$ cat config.mk
export PLATFORM = sky130hd
export DESIGN_NAME = fir_poly_par
export DESIGN_NICKNAME = d
export VERILOG_FILES = /design/src/rtl/fir_poly_par_pkg.sv /design/src/rtl/fir_poly_par_add_tree.sv /design/src/rtl/fir_poly_par.sv
export SDC_FILE = /design/constraint.sdc
export NUM_CORES = 1
export LEC_CHECK = 0
export ABC_AREA = 1
export BUFFER_PORTS_ARGS = -buffer_cell sky130_fd_sc_hd__clkbuf_2
export CORE_MARGIN = 8
export CORE_UTILIZATION = 60
export DETAILED_ROUTE_END_ITERATION = 10
export GPL_TIMING_DRIVEN = 0
export PLACE_DENSITY = 0.74
export SYNTH_ARGS = -nofsm -noshare
export SYNTH_HDL_FRONTEND = slang
export SYNTH_HIERARCHICAL = 1
export SYNTH_SLANG_ARGS = --single-unit
$ cat constraint.sdc
create_clock -name clk -period 9.4 [get_ports clk]
set_clock_uncertainty 0.1 [all_clocks]
set_input_delay 1.41 -clock clk [delete_from_list [all_inputs] [get_ports clk]]
set_output_delay 1.41 -clock clk [all_outputs]
set_load 0.02 [all_outputs]
$ cat src/rtl/fir_poly_par_pkg.sv
// Shared sizing helpers and output rounding for the P-lane parallel FIR.
package fir_pkg;

  function automatic int clog2(input int n);
    int r;
    r = 0;
    while ((1 << r) < n) r++;
    return r;
  endfunction

  function automatic int w_acc(input int w_in, input int w_c, input int ntap);
    return w_in + w_c + clog2(ntap);
  endfunction

  function automatic int lat(input int ntap);
    return 1 + clog2(ntap);
  endfunction

  // Operand count remaining after lvl pairwise-add levels (odd one passes through).
  function automatic int tree_nodes(input int n, input int lvl);
    int r;
    r = n;
    for (int i = 0; i < lvl; i++) r = (r + 1) / 2;
    return r;
  endfunction

  function automatic logic signed [63:0] round_sat(input logic signed [63:0] acc,
                                                   input int shift, input int w_out);
    logic signed [63:0] r, hi, lo;
    r = acc;
    if (shift > 0) r = (acc + (64'sd1 <<< (shift - 1))) >>> shift;
    hi = (64'sd1 <<< (w_out - 1)) - 64'sd1;
    lo = -(64'sd1 <<< (w_out - 1));
    if (r > hi) r = hi;
    else if (r < lo) r = lo;
    return r;
  endfunction

endpackage

$ cat src/rtl/fir_poly_par_add_tree.sv
// Registered binary adder tree: one level per cycle, each level one bit wider.
// Level l only loads when en[l-1] flags valid data at its input; otherwise it holds.
module fir_add_tree
  import fir_pkg::*;
#(
  parameter int N = 4,
  parameter int W = 8,
  localparam int LV = clog2(N)
) (
  input  logic              clk,
  input  logic              rstn,
  input  logic [LV-1:0]     en,
  input  logic [N*W-1:0]    ops_dat,
  output logic [W+LV-1:0]   sum_dat
);

  for (genvar l = 1; l <= LV; l++) begin : g_lvl
    localparam int NI = tree_nodes(N, l - 1);
    localparam int NO = tree_nodes(N, l);
    localparam int WI = W + l - 1;
    localparam int WO = W + l;

    logic [NI*WI-1:0] opd;
    logic [NO*WO-1:0] sum_d, sum_q;

    if (l == 1) begin : g_in
      assign opd = ops_dat;
    end else begin : g_prev
      assign opd = g_lvl[l-1].sum_q;
    end

    always_comb begin
      sum_d = sum_q;
      if (en[l-1]) begin
        for (int k = 0; k < NI / 2; k++) begin
          sum_d[k*WO +: WO] = WO'($signed(opd[(2*k)*WI +: WI]))
                            + WO'($signed(opd[(2*k+1)*WI +: WI]));
        end
        if (NI % 2 == 1) sum_d[(NO-1)*WO +: WO] = WO'($signed(opd[(NI-1)*WI +: WI]));
      end
    end

    always_ff @(posedge clk or negedge rstn) begin
      if (!rstn) sum_q <= '0;
      else       sum_q <= sum_d;
    end
  end

  assign sum_dat = g_lvl[LV].sum_q;

endmodule

$ cat src/rtl/fir_poly_par.sv
// P-lane parallel FIR with cross-beat history and shadow/active coefficient banks.
// Latency 1+clog2(NTAP) (+1 with FIR_ROUND_EN: shift, round-half-up, saturate); no backpressure.
module fir_poly_par
  import fir_pkg::*;
#(
  parameter int P     = 6,
  parameter int NTAP  = 4,
  parameter int W_IN  = 5,
  parameter int W_C   = 3,
  parameter int W_OUT = 12,
  parameter int SHIFT = 0
) (
  input  logic                     clk,
  input  logic                     rstn,
  input  logic                     in_valid,
  input  logic [P*W_IN-1:0]        x_in,
  input  logic                     hist_clr,
  input  logic                     coef_we,
  input  logic [clog2(NTAP)-1:0]   coef_addr,
  input  logic signed [W_C-1:0]    coef_data,
  input  logic                     coef_commit,
  output logic                     out_valid,
  output logic [P*W_OUT-1:0]       y_out
);

  localparam int W_P   = W_IN + W_C;
  localparam int LV    = clog2(NTAP);
  localparam int W_ACC = w_acc(W_IN, W_C, NTAP);
  localparam int NH    = NTAP - 1;
`ifdef FIR_ROUND_EN
  localparam int NV = lat(NTAP) + 1;
`else
  localparam int NV = lat(NTAP);
`endif

  logic signed [W_IN-1:0] hist_q [NH];
  logic signed [W_IN-1:0] hist_d [NH];
  logic signed [W_C-1:0]  shd_q [NTAP];
  logic signed [W_C-1:0]  shd_d [NTAP];
  logic signed [W_C-1:0]  act_q [NTAP];
  logic signed [W_C-1:0]  act_d [NTAP];
  logic [NTAP*W_P-1:0]    prod_q [P];
  logic [NTAP*W_P-1:0]    prod_d [P];
  logic [NV-1:0]          vld_q, vld_d;
  logic signed [W_IN-1:0] ext [NH+P];
  logic [W_ACC-1:0]       acc [P];

  // ext holds the sample stream oldest-first: history, then this beat's lanes.
  always_comb begin
    for (int m = 0; m < NH; m++) ext[m] = hist_clr ? '0 : hist_q[m];
    for (int j = 0; j < P; j++) ext[NH+j] = x_in[j*W_IN +: W_IN];

    for (int m = 0; m < NH; m++) hist_d[m] = in_valid ? ext[P+m] : ext[m];

    shd_d = shd_q;
    if (coef_we && int'(coef_addr) < NTAP) shd_d[coef_addr] = coef_data;
    act_d = coef_commit ? shd_q : act_q;

    prod_d = prod_q;
    if (in_valid) begin
      for (int j = 0; j < P; j++)
        for (int i = 0; i < NTAP; i++)
          prod_d[j][i*W_P +: W_P] = W_P'(ext[NH+j-i]) * W_P'(act_q[i]);
    end

    vld_d = {vld_q[NV-2:0], in_valid};
  end

  always_ff @(posedge clk or negedge rstn) begin
    if (!rstn) begin
      for (int m = 0; m < NH; m++)   hist_q[m] <= '0;
      for (int i = 0; i < NTAP; i++) begin
        shd_q[i] <= '0;
        act_q[i] <= '0;
      end
      for (int j = 0; j < P; j++)    prod_q[j] <= '0;
      vld_q <= '0;
    end else begin
      hist_q <= hist_d;
      shd_q  <= shd_d;
      act_q  <= act_d;
      prod_q <= prod_d;
      vld_q  <= vld_d;
    end
  end

  for (genvar j = 0; j < P; j++) begin : g_lane
    fir_add_tree #(.N(NTAP), .W(W_P)) u_tree (
      .clk     (clk),
      .rstn    (rstn),
      .en      (vld_q[LV-1:0]),
      .ops_dat (prod_q[j]),
      .sum_dat (acc[j])
    );
  end

  assign out_valid = vld_q[NV-1];

`ifdef FIR_ROUND_EN
  logic [W_OUT-1:0] yr_q [P];
  logic [W_OUT-1:0] yr_d [P];

  always_comb begin
    yr_d = yr_q;
    if (vld_q[LV]) begin
      for (int j = 0; j < P; j++)
        yr_d[j] = W_OUT'(round_sat(64'($signed(acc[j])), SHIFT, W_OUT));
    end
  end

  always_ff @(posedge clk or negedge rstn) begin
    if (!rstn) begin
      for (int j = 0; j < P; j++) yr_q[j] <= '0;
    end else begin
      yr_q <= yr_d;
    end
  end

  for (genvar j = 0; j < P; j++) begin : g_out
    assign y_out[j*W_OUT +: W_OUT] = yr_q[j];
  end
`else
  // Full-precision path; SHIFT only has meaning on the rounding path.
  if (SHIFT >= 0) begin : g_full
    for (genvar j = 0; j < P; j++) begin : g_out
      assign y_out[j*W_OUT +: W_OUT] = W_OUT'($signed(acc[j]));
    end
  end
`endif

endmodule

## Word level (Yosys, flattened, before mapping)

Index checks and enable logic that the tools add are counted.

| word-level totals | value |
|---|---|
| input bits | 41 |
| word-level logic and storage cells | 85 |
| register bits after elaboration | 402 |
| output and inout bits | 73 |

| operators by class | value |
|---|---|
| $mul | 24 |
| bitwise gates (word level) | 1 |
| reductions and logical operators | 1 |
| magnitude comparators | 2 |
| mux-type cells | 9 |
| $add $sub $neg | 18 |

Operators by type and width:

| kind | number |
|---|---|
| multiplier 5 x 3 -> 8 bit | 24 |
| adder 8 x 8 -> 9 bit | 12 |
| adder 9 x 9 -> 10 bit | 6 |
| 2-to-1 mux 5 bit | 6 |
| bitwise mux 12 bit | 1 |
| demux 3 bit (select 2 bit) | 1 |
| greater-or-equal comparator 3 bit (second input constant) | 1 |
| less-than comparator 3 x 1 -> 1 bit (second input constant) | 1 |
| 2-to-1 mux 3 bit | 1 |
| NOT 2 -> 3 bit | 1 |
| logical AND 1 bit | 1 |

## Depth between registers and ports, before layout

| logic depth | value |
|---|---|
| depth in word-level cells | 6 |
| depth in mapped cells | 18 |
| depth with buffers taken out | 17 |

## By module

Netlist, hierarchy kept.

By module, submodules not included:

| module | area each (um2) | instances | cells an instance | sequential area each (um2) |
|---|---|---|---|---|
| fir_poly_par | 19601.3 | 1 | 2476 | 5855.6 |
| fir_add_tree | 2140.8 | 6 | 297 | 700.7 |

## Least setup slack after synthesis

Ideal clock, no wire load.

| path | value |
|---|---|
| path kind | input port to flip-flop |
| start point | in hist_clr |
| end point | reg prod_q[159] (netlist bit) |
| arrival time | 3911 ps |
| setup slack | 5272 ps |
| data required time | 9183 ps |
| setup time | 117 ps |
| path buffers | 1 |
| stages | 16 |
| cells stage by stage | inv_1 > buf_4 > nand2_1 > inv_1 > nand2_1 > fa_1 > inv_1 > fa_1 > ha_1 > fa_1 > nand3_1 > nand2_1 > inv_1 > nand2_1 > nand3_1 > nand2_1 |

| on the way | value |
|---|---|
| cells in the longest elaborated chain, start to end | 2 |

RTL lines:

| item | RTL line | text |
|---|---|---|
| start: declaration | fir_poly_par.sv:17 | `input logic hist_clr,` |
| 2-to-1 mux 5 bit | fir_poly_par.sv:50 | `for (int m = 0; m < NH; m++) ext[m] = hist_clr ? '0 : hist_q[m];` |
| multiplier 5 x 3 -> 8 bit | fir_poly_par.sv:63 | `prod_d[j][i*W_P +: W_P] = W_P'(ext[NH+j-i]) * W_P'(act_q[i]);` |
| end signal: assignment | fir_poly_par.sv:82 | `prod_q <= prod_d;` |
| end: declaration | fir_poly_par.sv:42 | `logic [NTAP*W_P-1:0] prod_q [P];` |

No other way between the ends.
A chain may end at the register's enable or synchronous reset.

## Worst setup path after layout

| path | value |
|---|---|
| start point | reg act_q[2] (netlist bit) |
| end point | reg prod_q[191] (netlist bit) |

| on the way | value |
|---|---|
| cells in the longest elaborated chain, start to end | 1 |

RTL lines:

| item | RTL line | text |
|---|---|---|
| start: declaration | fir_poly_par.sv:40 | `logic signed [W_C-1:0] act_q [NTAP];` |
| start signal: assignment | fir_poly_par.sv:81 | `act_q <= act_d;` |
| multiplier 5 x 3 -> 8 bit | fir_poly_par.sv:63 |  |

No other way between the ends.

==> metrics <==
Period minus WS final around 4.3 ns; Avg Inst Size Synth 7.620 um^2; CP arrival 4.69 ns; Primary FF master, synth dfrtp_1; Die Wd 248.5 um; worst slew pin tran ~1.1 ns; critical path's slowest cell dfrtp_1; max-capacitance violation count 0; core area around 0.054 mm^2; # rows 85; Max Fclk 231.7 MHz; clock slew at reported path FFs approximately 0.060 ns; drt pass-1 iters 6; fin nets 5010; CP required about 9.8 ns; final WL 88900 um; crit path kind reg2reg; Iteration-0 DRC Markers 2284; Syn Inst Count 4258; crit share post-route 0.4591; GRT overflow 0; share of the synthesized area in the top cell type 0.3100; Final Slew Violations 0; layout cells sized above 1 0.07096; Slew HR 0.2460; hold_buf cts 0; setup violators final 0; Critical Path End Type register; Distinct cells, synth 29; Final Hold Fails 0; CTS Buffer Depth 3; Setup Fix Bufs, Post-CTS 0; Die Span Y roughly 250 um; CTS H-tree lvls 2; LEAKAGE 20.81 nW; Max IR drop VDD ~160 uV; Area contributors post-synth dfrtp_1 (31%), nand2_1 (18%), ha_1 (15%); CP peak stage delay roughly 1.1 ns; sequential share of power 0.298; Syn. warnings 6; worst hold path type reg2reg; register area share after synthesis 0.3100; Switching Fraction 0.4347; routed vias between 20k and 30k; post-DP HPWL ~68000 um; syn_nets 4851; worst skew pair latency 0.59 ns; status completed; vias in the first global route 26.48k; Worst Path Max Fanout 12; Seq cells post-synth 402; Clock Sink Count 402; unrepaired setup endpoints after global routing no; Clk pwr share 0.210; # resized after CTS 0; Initial Util 0.6053; global-route wire length before repair 141300 um; Util after Layout 0.6641; area delta synth->final 9.718%; Psw about 4 mW; Synth area leader dfrtp_1; Vias per Instance 5.454; share of synthesized registers carrying an async set or reset 1.000; largest net degree at the start of global routing 113; setup TNS 0 ns; Fillers 4769; CTS tree done; CP Launch Type register; Comb pwr share 0.493; Post-Syn Area 0.03245 mm^2; die area about 0.06 mm^2; DR DRC count 0; RePlAce Congestion 0.9679; Area after DPL 0.03397 mm^2; gr usage total 0.2848; Internal Power slightly above 5 mW; DR WL/cell 17.26 um; Num CTS Buffers 47; initial antenna violation count 2; final instance area 0.03560 mm^2; worst-path cell chain inv_1 > buf_2 > nor2_1 > fa_1 > ha_1 > ha_1 > inv_1 > fa_1 > inv_1 > nand3_1 > nand2_1 > nand3_1 > nand3_1 > nand2_1; PD cells about 260 mW/mm^2; Post-DRT Antenna Nets 0; R2R setup slack 5.08 ns; Ports between 100 and 150; CTS Root Cell clkbuf_16; Post-synth EDFFs 0; PortBufs between 100 and 150
-- power by group through the flow --
stage                     Sequential [mW]  Clock [mW]  Combinational [mW]
after floorplan                      2.78           0                3.20
after global placement               2.75           0                4.39
after detailed placement             2.76           0                4.47
after CTS                            2.74        1.95                4.52
after global routing                 2.81        2.03                5.15
final                                2.74        1.93                4.53
-- stage by stage --
step | total power [mW] | setup slack (ns) | cells | hold WS (ns)
after global placement | 7.149 | -2.265 | 5060 | 0.3560
after global routing | 9.986 | 4.922 | 5150 | 0.3894
after floorplan | 5.973 | 5.272 | 4258 | 0.3459
after CTS | 9.210 | 5.178 | 5149 | 0.3746
final | 9.196 | 5.084 | 5151 | 0.3740
after detailed placement | 7.232 | 4.757 | 5064 | 0.3594
-- worst paths after layout --
check	start	end	depth (start not counted)
min reg2reg	g_lane[2].u_tree/sum_dat[0]$_DFFE_PN0P_	g_lane[2].u_tree/sum_dat[0]$_DFFE_PN0P_	2
min in group asynchronous	rstn	g_lane[0].u_tree/sum_dat[7]$_DFFE_PN0P_	1
min	g_lane[2].u_tree/sum_dat[0]$_DFFE_PN0P_	g_lane[2].u_tree/sum_dat[0]$_DFFE_PN0P_	2
max	act_q[2]$_DFFE_PN0P_	prod_q[191]$_DFFE_PN0P_	14
max reg2reg	act_q[2]$_DFFE_PN0P_	prod_q[191]$_DFFE_PN0P_	14
max in group asynchronous	rstn	g_lane[3].u_tree/sum_dat[9]$_DFFE_PN0P_	3
-- worst max-delay path: cells and delay by family (launching register included) --
kind          cells  cell delay, ns
fa+ha+maj         4            1.29
buf+inv           4            1.13
flops             1            1.09
simple gates      6            0.58
-- cell type report --
class                           instances  area (um^2)  share of cell area
Timing Repair Buffer                  110        649.4             0.01824
Clock buffer                           66         1338             0.03757
Inverter                              560         2105             0.05912
Buffer                                134        810.8             0.02278
Tap cell                              696        870.8             0.02446
Multi-Input combinational cell       3162        19470              0.5470
Antenna cell                            2        5.005           0.0001406
Clock inverter                         19        289.0            0.008119
Sequential cell                       402        10060              0.2826
-- kinds of logic after synthesis --
logic type,count (synthesis),synth area share
AOI/OAI and AO/OA,438,0.07126
xor gates and xnor gates,40,0.01080
adders and majority gates,552,0.2503
buffers and inverters,694,0.08985
DFF,402,0.3100
muxes,1,0.0003470
and+or+nand+nor,2131,0.2674
-- flip-flops by register name (all words and copies together) (netlist names) --
| register | cells |
|---|---|
| hist_q | 15 |
| shd_q | 12 |
| prod_q | 192 |
| act_q | 12 |
| g_lane.u_tree/g_lvl.sum_q | 108 |
| vld_q | 3 |
| g_lane.u_tree/sum_dat | 60 |
-- synthesized netlist by cell type, types with 2 or more instances --
library cell	instances
nor2_1	146
nand2_2	8
buf_6	24
a21oi_1	165
clkbuf_1	42
or2_2	16
nor2_2	6
o21ai_1	5
xnor2_1	34
o21ai_0	217
inv_1	557
ha_1	390
a21o_1	6
nand4_1	12
xor2_1	6
a31oi_1	12
o21a_1	6
o21ai_2	6
o21bai_1	21
fa_1	162
buf_4	17
clkinv_1	2
dfrtp_1	402
nand2_1	1597
buf_2	51
nand3_1	291
nand3b_1	55
-- layer usage --
layer	routed length [um]	GRT usage	part of all wire
met1	38850	0.3877	0.44
met3	6795	0.05195	0.076
met5	0	0	0
met4	4279	0.1191	0.048
met2	38980	0.4457	0.44
-- placed cells by master, fill, tap and decap left out, types with 3 or more instances in the layout --
| master | count |
|---|---|
| nand2_1 | 1597 |
| inv_1 | 557 |
| dfrtp_1 | 401 |
| ha_1 | 390 |
| nand3_1 | 291 |
| o21ai_0 | 217 |
| a21oi_1 | 165 |
| fa_1 | 162 |
| nor2_1 | 146 |
| clkbuf_2 | 105 |
| nand3b_1 | 55 |
| clkbuf_1 | 52 |
| buf_2 | 51 |
| clkbuf_16 | 47 |
| xnor2_1 | 34 |
| buf_6 | 24 |
| o21bai_1 | 21 |
| buf_4 | 17 |
| or2_2 | 16 |
| a31oi_1 | 12 |
| nand4_1 | 12 |
| clkbuf_8 | 10 |
| nand2_2 | 8 |
| bufinv_16 | 7 |
| clkinv_2 | 6 |
| xor2_1 | 6 |
| o21a_1 | 6 |
| o21ai_2 | 6 |
| a21o_1 | 6 |
| nor2_2 | 6 |
| o21ai_1 | 5 |
| buf_16 | 4 |
| clkinvlp_4 | 3 |
Note: power is estimated with default switching activity, not from simulation.
